===== config.mk =====
export PLATFORM = sky130hd
export DESIGN_NAME = sprite_state_writer
export DESIGN_NICKNAME = d
export VERILOG_FILES = /design/src/rtl/sprite_pkg.sv /design/src/rtl/sync_fall_detect.sv /design/src/rtl/sprite_state_writer.sv
export SDC_FILE = /design/constraint.sdc
export NUM_CORES = 1
export LEC_CHECK = 0
export BUFFER_PORTS_ARGS = -buffer_cell sky130_fd_sc_hd__buf_4
export CAP_MARGIN = 25
export CORE_ASPECT_RATIO = 1.1
export CORE_MARGIN = 4
export CORE_UTILIZATION = 53
export DETAILED_ROUTE_END_ITERATION = 8
export PLACE_DENSITY_LB_ADDON = 0.15
export SLEW_MARGIN = 20
export SYNTH_ARGS = -nofsm -noshare
export SYNTH_HDL_FRONTEND = slang
export SYNTH_SLANG_ARGS = --single-unit

===== constraint.sdc =====
create_clock -name clk -period 4.6 [get_ports clk]
set_input_delay 1.15 -clock clk [delete_from_list [all_inputs] [get_ports clk]]
set_output_delay 1.15 -clock clk [all_outputs]
set_load 0.02 [all_outputs]

===== src/rtl/sprite_pkg.sv =====
// sprite_pkg: sprite-state RAM address map, field offsets and writer state encoding shared by both ends
package sprite_pkg;
   localparam logic [15:0] SPRITE_BASE = 16'h00C8;
   localparam int MARIO_X   = 0;
   localparam int MARIO_Y   = 1;
   localparam int MARIO_M   = 2;
   localparam int OBS_X     = 3;
   localparam int OBS_Y     = 4;
   localparam int OBS_M     = 5;
   localparam int NUM_WORDS = 6;
   localparam int GLYPH_W   = 32;
   localparam int GLYPH_H   = 32;
   localparam int X_MAX     = 640 - GLYPH_W;
   localparam int Y_MAX     = 480 - GLYPH_H;

   typedef enum logic [1:0] {S_IDLE, S_ARMED, S_WRITE} state_t;

   function automatic int unsigned clamp(input int unsigned v, input int unsigned m);
      return v > m ? m : v;
   endfunction
endpackage


===== src/rtl/sync_fall_detect.sv =====
// sync_fall_detect: registers a level and flags its high-to-low transition; the register resets high
module sync_fall_detect (
   input  logic clk,
   input  logic reset,
   input  logic in,
   output logic fall
);
   logic in_q, in_d;

   always_comb in_d = in;

   always_ff @(posedge clk) in_q <= reset ? 1'b1 : in_d;

   assign fall = in_q & ~in;
endmodule


===== src/rtl/sprite_state_writer.sv =====
// sprite_state_writer: latches clamped sprite snapshots and copies them to system RAM in the vsync-low window
module sprite_state_writer
   import sprite_pkg::*;
#(
   parameter int SYS_DATA_WIDTH = 18,
   parameter int SYS_ADDR_WIDTH = 16,
   parameter int POS_WIDTH      = 10,
   parameter int SEL_WIDTH      = 3
) (
   input  logic                      clk,
   input  logic                      reset,
   input  logic                      vsync,
   input  logic                      upd_valid,
   output logic                      upd_ready,
   input  logic [POS_WIDTH-1:0]      mario_x,
   input  logic [POS_WIDTH-1:0]      mario_y,
   input  logic [POS_WIDTH-1:0]      obs_x,
   input  logic [POS_WIDTH-1:0]      obs_y,
   input  logic [SEL_WIDTH-1:0]      mario_m,
   input  logic [SEL_WIDTH-1:0]      obs_m,
   output logic                      mem_we,
   output logic [SYS_ADDR_WIDTH-1:0] mem_addr,
   output logic [SYS_DATA_WIDTH-1:0] mem_wdata,
   output logic                      write_done,
   output logic [15:0]               frame_count
);
   typedef logic [SYS_DATA_WIDTH-1:0] word_t;

   state_t                    state_q, state_d;
   logic [2:0]                idx_q, idx_d;
   word_t                     snap_q [NUM_WORDS];
   word_t                     snap_d [NUM_WORDS];
   word_t                     in_w   [NUM_WORDS];
   logic                      mem_we_q, mem_we_d;
   logic [SYS_ADDR_WIDTH-1:0] mem_addr_q, mem_addr_d;
   word_t                     mem_wdata_q, mem_wdata_d;
   logic                      write_done_q, write_done_d;
   logic [15:0]               frame_count_q, frame_count_d;
   logic                      fall, accept, last;

   sync_fall_detect u_vsync (
      .clk  (clk),
      .reset(reset),
      .in   (vsync),
      .fall (fall)
   );

   assign upd_ready = ~reset & (state_q != S_WRITE);
   assign accept    = upd_valid & upd_ready;
   assign last      = idx_q == 3'(NUM_WORDS - 1);

   always_comb begin
      in_w[MARIO_X] = word_t'(clamp(32'(mario_x), X_MAX));
      in_w[MARIO_Y] = word_t'(clamp(32'(mario_y), Y_MAX));
      in_w[MARIO_M] = word_t'(mario_m);
      in_w[OBS_X]   = word_t'(clamp(32'(obs_x), X_MAX));
      in_w[OBS_Y]   = word_t'(clamp(32'(obs_y), Y_MAX));
      in_w[OBS_M]   = word_t'(obs_m);
   end

   // Outputs are computed from the next state so each write lands the cycle after its decision
   always_comb begin
      snap_d  = accept ? in_w : snap_q;
      state_d = state_q;
      idx_d   = idx_q;
      if (state_q == S_IDLE && accept) state_d = S_ARMED;
      else if (state_q == S_ARMED && fall) begin
         state_d = S_WRITE;
         idx_d   = '0;
      end else if (state_q == S_WRITE) begin
         state_d = last ? S_IDLE : S_WRITE;
         idx_d   = last ? 3'd0 : idx_q + 3'd1;
      end
      mem_we_d      = state_d == S_WRITE;
      mem_addr_d    = mem_we_d ? SYS_ADDR_WIDTH'(SPRITE_BASE) + SYS_ADDR_WIDTH'(idx_d) : mem_addr_q;
      mem_wdata_d   = mem_we_d ? snap_d[idx_d] : mem_wdata_q;
      write_done_d  = mem_we_d && idx_d == 3'(NUM_WORDS - 1);
      frame_count_d = frame_count_q + 16'(fall);
   end

   always_ff @(posedge clk) begin
      if (reset) begin
         state_q       <= S_IDLE;
         idx_q         <= '0;
         snap_q        <= '{default: '0};
         mem_we_q      <= 1'b0;
         mem_addr_q    <= '0;
         mem_wdata_q   <= '0;
         write_done_q  <= 1'b0;
         frame_count_q <= '0;
      end else begin
         state_q       <= state_d;
         idx_q         <= idx_d;
         snap_q        <= snap_d;
         mem_we_q      <= mem_we_d;
         mem_addr_q    <= mem_addr_d;
         mem_wdata_q   <= mem_wdata_d;
         write_done_q  <= write_done_d;
         frame_count_q <= frame_count_d;
      end
   end

   assign mem_we      = mem_we_q;
   assign mem_addr    = mem_addr_q;
   assign mem_wdata   = mem_wdata_q;
   assign write_done  = write_done_q;
   assign frame_count = frame_count_q;
endmodule


---- Word level (Yosys, flattened, before mapping) ----
Index checks and enable logic that the tools add are counted.
word-level totals
  flip-flop bits (word level) ............. 166
  bits in latches ......................... 0
  RAM bits ................................ 0
  memory bits (read-only) ................. 0
  bits of input ports ..................... 50
  output and inout port bits .............. 53
  logic and storage cells ................. 54
  memories ................................ 0
operators by class
  $add $sub $neg .......................... 3
  $mul .................................... 0
  divide/modulo/power cells ............... 0
  $lt $le $gt $ge ......................... 5
  equal/unequal tests ..................... 6
  shift-type cells ........................ 0
  multiplexer cells ....................... 16
  bitwise logic cells ..................... 6
  reductions and logical operators ........ 4
operator list
  cell                    count
  $mux W108               1
  $bmux W18 S3            1
  $mux W10                4
  $mux W18                2
  $gt A10 B10 Y1 const B  2
  $gt A10 B9 Y1 const B   2
  $add A16 B1 Y16         1
  $mux W3                 4
  $add A8 B3 Y9 const A   1
  $mux W2                 4
  $eq A3 B3 Y1 const B    2
  $eq A2 B2 Y1 const B    2
  $ge A4 B4 Y1 const B    1
  $not A3 Y4              1
  $add A3 B1 Y3 const B   1
  $and A1 B1 Y1           3
  $logic_and A1 B1 Y1     3
  $eq A2 B1 Y1 const B    1
  $logic_not A2 Y1        1
  $ne A2 B2 Y1 const B    1
  $not A1 Y1              2

---- Longest topological paths before layout ----
  depth after elaboration ................. 9
  depth in mapped cells ................... 9
  depth with buffers taken out ............ 8

---- Hierarchy ----
A second synthesis with hierarchy kept.
unflattened totals
  cells, all modules ...................... 726
  area total of the unflattened synthesis .. 6458.7 sq um
modules (own cells, without submodules)
  module               instances  cells each  area an instance (sq um)  seq. area each (sq um)
  sprite_state_writer  1          723         6423.7                    3062.9
  sync_fall_detect     1          3           35.0                      20.0

---- Worst setup path after synthesis ----
No wires, ideal clock.
  path type ............................... input -> output
  start ................................... input reset
  end ..................................... output upd_ready
  arrival ................................. 1.849 ns
  data required time ...................... 3.450 ns
  path slack .............................. 1.601 ns
  stages on the path ...................... 3
  buffers on the path ..................... 2
  cells stage by stage .................... clkbuf_1 > clkbuf_1 > nor2_1
on the way
  longest elaborated chain between the ends .. 2
ends and longest elaborated chain
  element             RTL line                   text
  start: declaration  sprite_state_writer.sv:11  input logic reset,
  $not A1 Y1          sprite_state_writer.sv:48  assign upd_ready = ~reset & (state_q != S_WRITE);
  $and A1 B1 Y1       sprite_state_writer.sv:48
  end: declaration    sprite_state_writer.sv:14  output logic upd_ready,
No other way between the ends.

---- Final worst setup path ----
  start ................................... input vsync
  end ..................................... register mem_wdata_q[8], in the netlist mem_wdata[8]
on the way
  longest elaborated chain between the ends .. 9
  elaborated cells between the ends (all ways) .. 12
  classes of those cells .................. eq/ne (1); mux (7); bitwise (3); reduce/logical (1)
ends and longest elaborated chain
  element                                       RTL line                   text
  start: declaration                            sprite_state_writer.sv:12  input logic vsync,
  $not A1 Y1 (*)                                sync_fall_detect.sv:14     assign fall = in_q & ~in;
  $and A1 B1 Y1 (*)                             sync_fall_detect.sv:14
  $logic_and A1 B1 Y1 (*)                       sprite_state_writer.sv:67  else if (state_q == S_ARMED && fall) begin
  $mux W3                                       sprite_state_writer.sv:67
  $mux W3                                       sprite_state_writer.sv:66  if (state_q == S_IDLE && accept) state_d = S_ARMED;
  $not A3 Y4 (not written as such)              sprite_state_writer.sv:76  mem_wdata_d = mem_we_d ? snap_d[idx_d] : mem_wdata_q;
  $bmux W18 S3                                  sprite_state_writer.sv:76
  $mux W18 (not written as such) (2 in series)  sprite_state_writer.sv:76
  end signal: assignment                        sprite_state_writer.sv:97  mem_wdata_q <= mem_wdata_d;
  end: declaration                              sprite_state_writer.sv:36  word_t mem_wdata_q, mem_wdata_d;
Every way passes the cells marked *; elsewhere a longest branch is shown, timed or not. The select of a mux whose other input is x is not followed.
A chain may end at the register's enable or synchronous reset.

==> metrics.txt <==
status completed; CTS-repair resized insts 0; die area 14100 um^2; Post-Route Setup TNS 0 ns; crit path cell chain buf_4, and4bb_1, and4b_2, nand2_1, o221ai_1, a21oi_1, o41a_1; Clk pin slew, worst setup/hold paths 0.06 ns; number of synthesized flops with an enable pin 0; syn_area_per_cell 8.65 um^2; asr flop ratio synth 0%; Critical Path AT 3.49 ns; die height 124 um; CTS tree built; I/O pin total 103; Slew headroom 28.2%; Sink Count 154; clk_skew 0.00554 ns; antenna violations before repair 0; FMAX 315 MHz; vias in the first global route 5334; global-route wire length before repair 27.4 mm; largest net degree at the start of global routing 94; design area 7850 um^2; placed cell areas 7220 um^2; H-tree depth 4; CTS buffer count 17; post-synth design cell area 6510 um^2; Bufs on Longest Clock Path 2; Detail Route Antenna Nets 0; Max Cap Viol 0; Area growth syn-to-layout 20.5%; DP Wirelength 10.9 mm; most frequent cells in the layout 154 x dfxtp_1, 107 x buf_4, 104 x nand2_1, 74 x nor2_1, 65 x and2_1; drt wl/cell 17.0 um; power per cell area 409 nW/um^2; Setup CP Type in2reg; Placed Instances 959; fin nets 876; GRT Total Usage 24.3%; most common cell after layout, fill and taps aside dfxtp_1; Ant. Diodes 0; Crit path max-delay family simple AND/OR/NAND/NOR gates; post-synthesis sequential area ratio 47.3%; fin util 65.2%; # setup viols final 0; share of cells above drive strength 1 18.0%; Worst-Skew Late Latency 0.43 ns; unrepaired setup endpoints after global routing false; Starting Density 54.1%; total grt overflow 0; Fill cells 1023; Synth warnings 0; Leak 3.13 nW; post-DR vias/cell 5.70; CP peak stage delay 0.98 ns; worst IR drop on VDD 383 uV; drt first pass iters 7; min-delay worst type reg2reg; Remaining DRCs 0; period utilization 68.9%; flop and latch count out of synthesis 154; Total Wirelength 16.9 mm; initial DRC count 440; CP bufs+invs 1; Worst-Margin Slew 1.07 ns; Critical Path Fanout Max 38; Final Hold Fails 0; Cell Rows 42; Post-Layout Cell Count 991; postcts setup bufs 0; routed vias 5646; Slowest cell on crit path and4b_2; startpoint types input port; Final Max Tran Viols 0; core area 12000 um^2; Worst EP required 4.92 ns; gp weighted congestion 0.818; IO Port Bufs 92; Min Clock Period, post-route 3.17 ns; kind of end point of the critical path flip-flop; Hold WS 0.457 ns; cts hold-fix bufs 0; Post-Synthesis Cells 753; clk root buf clkbuf_16; Top FF cell, synth dfxtp_1; post-synth cell types 60; Horiz. Die Dim 114 um
==> synth_stat cells (3+ instances only) <==
| cell | instances | area (um^2) |
|---|---|---|
| nand2_1 | 104 | 390 |
| xnor2_1 | 6 | 52.6 |
| o221ai_1 | 3 | 26.3 |
| nor3b_1 | 3 | 22.5 |
| buf_2 | 13 | 65.1 |
| a2bb2oi_1 | 3 | 26.3 |
| buf_4 | 16 | 120 |
| nor2b_1 | 13 | 81.3 |
| xor2_1 | 11 | 96.3 |
| nor2_1 | 75 | 282 |
| nand3b_1 | 8 | 60.1 |
| a311oi_1 | 15 | 131 |
| a21boi_0 | 3 | 22.5 |
| and2_1 | 65 | 407 |
| nand2b_1 | 4 | 25.0 |
| a21oi_1 | 41 | 205 |
| a31oi_1 | 11 | 68.8 |
| clkbuf_1 | 30 | 113 |
| buf_1 | 4 | 15.0 |
| nand4_1 | 5 | 31.3 |
| dfxtp_1 | 154 | 3080 |
| nand3_1 | 38 | 190 |
| nor3_1 | 21 | 105 |
| o22ai_1 | 5 | 31.3 |
| and3_1 | 8 | 50.1 |
| mux2i_1 | 13 | 130 |
| o211ai_1 | 6 | 45.0 |
| a22oi_1 | 5 | 37.5 |
| o21ai_0 | 13 | 65.1 |
| a211oi_1 | 10 | 75.1 |
| a211o_1 | 7 | 61.3 |
==> metrics by stage <==
| stage | total power, mW | setup WS (ns) |
|---|---|---|
| 3_5_place_dp | 1.76 | 1.06 |
| 4_1_cts | 3.22 | 1.48 |
| 2_1_floorplan | 1.64 | 1.60 |
| 6_report | 3.21 | 1.43 |
| 5_1_grt | 3.32 | 1.31 |
| 3_3_place_gp | 1.76 | 1.14 |
==> final timing paths <==
kind	cells after the start	from	slack [ns]	to
max	7	vsync	1.43	mem_wdata[8]
min	1	snap_q[33]	0.46	snap_q[33]
max reg2reg	6	state_q[1]	1.68	mem_wdata[8]
min reg2reg	1	snap_q[33]	0.46	snap_q[33]
==> metal layers <==
layer	global-route usage, %	vias to the layer above	part of all wire (%)
met4	11.0	0	2.2
met5	0	-	0
li1	-	2730	-
met1	30.8	2694	43
met2	38.8	192	48
met3	5.88	30	6.4
==> report_power, final <==
part           total (mW)  switching, mW  internal [mW]
logic               0.346          0.213          0.133
clock network        1.47          0.568          0.903
registers            1.39         0.0238           1.37
total                3.21          0.805           2.41
==> worst register-to-register path, delay by kind of cell (launching register included) <==
| kind | cells | cell delay, ns |
|---|---|---|
| AO/OA/AOI/OAI | 3 | 0.75 |
| flip-flops | 1 | 0.48 |
| AND/OR/NAND/NOR | 3 | 1.59 |
==> cell type report <==
class	count	area [um^2]	share of cell area [%]
Multi-Input combinational cell	542	3140	40.0
Sequential cell	154	3080	39.3
Timing Repair Buffer	107	803	10.2
Clock buffer	20	467	5.95
Tap cell	154	193	2.45
Clock inverter	12	158	2.01
Inverter	2	7.51	0.0956
==> flip-flops by register name (all words and copies together) (netlist names) <==
name and flops:
idx_q 3, u_vsync.in_q 1, mem_addr 4, snap_q 108, mem_wdata 18, frame_count 16, write_done 1, mem_we 1
state_q 2
==> logic make-up (layout without fill, tap and decap cells) <==
logic type | count (synthesis) | count (layout) | share of synthesized area [%]
xor+xnor | 17 | 17 | 2.29
flops | 154 | 154 | 47.3
mux | 15 | 15 | 2.69
buf+inv | 66 | 141 | 5.09
compound gates | 138 | 138 | 14.5
simple gates | 360 | 360 | 27.6
fa+ha+maj | 2 | 2 | 0.384
other cells | 1 | 10 | 0.0576
No activity file was read; power rests on OpenSTA's default activity.
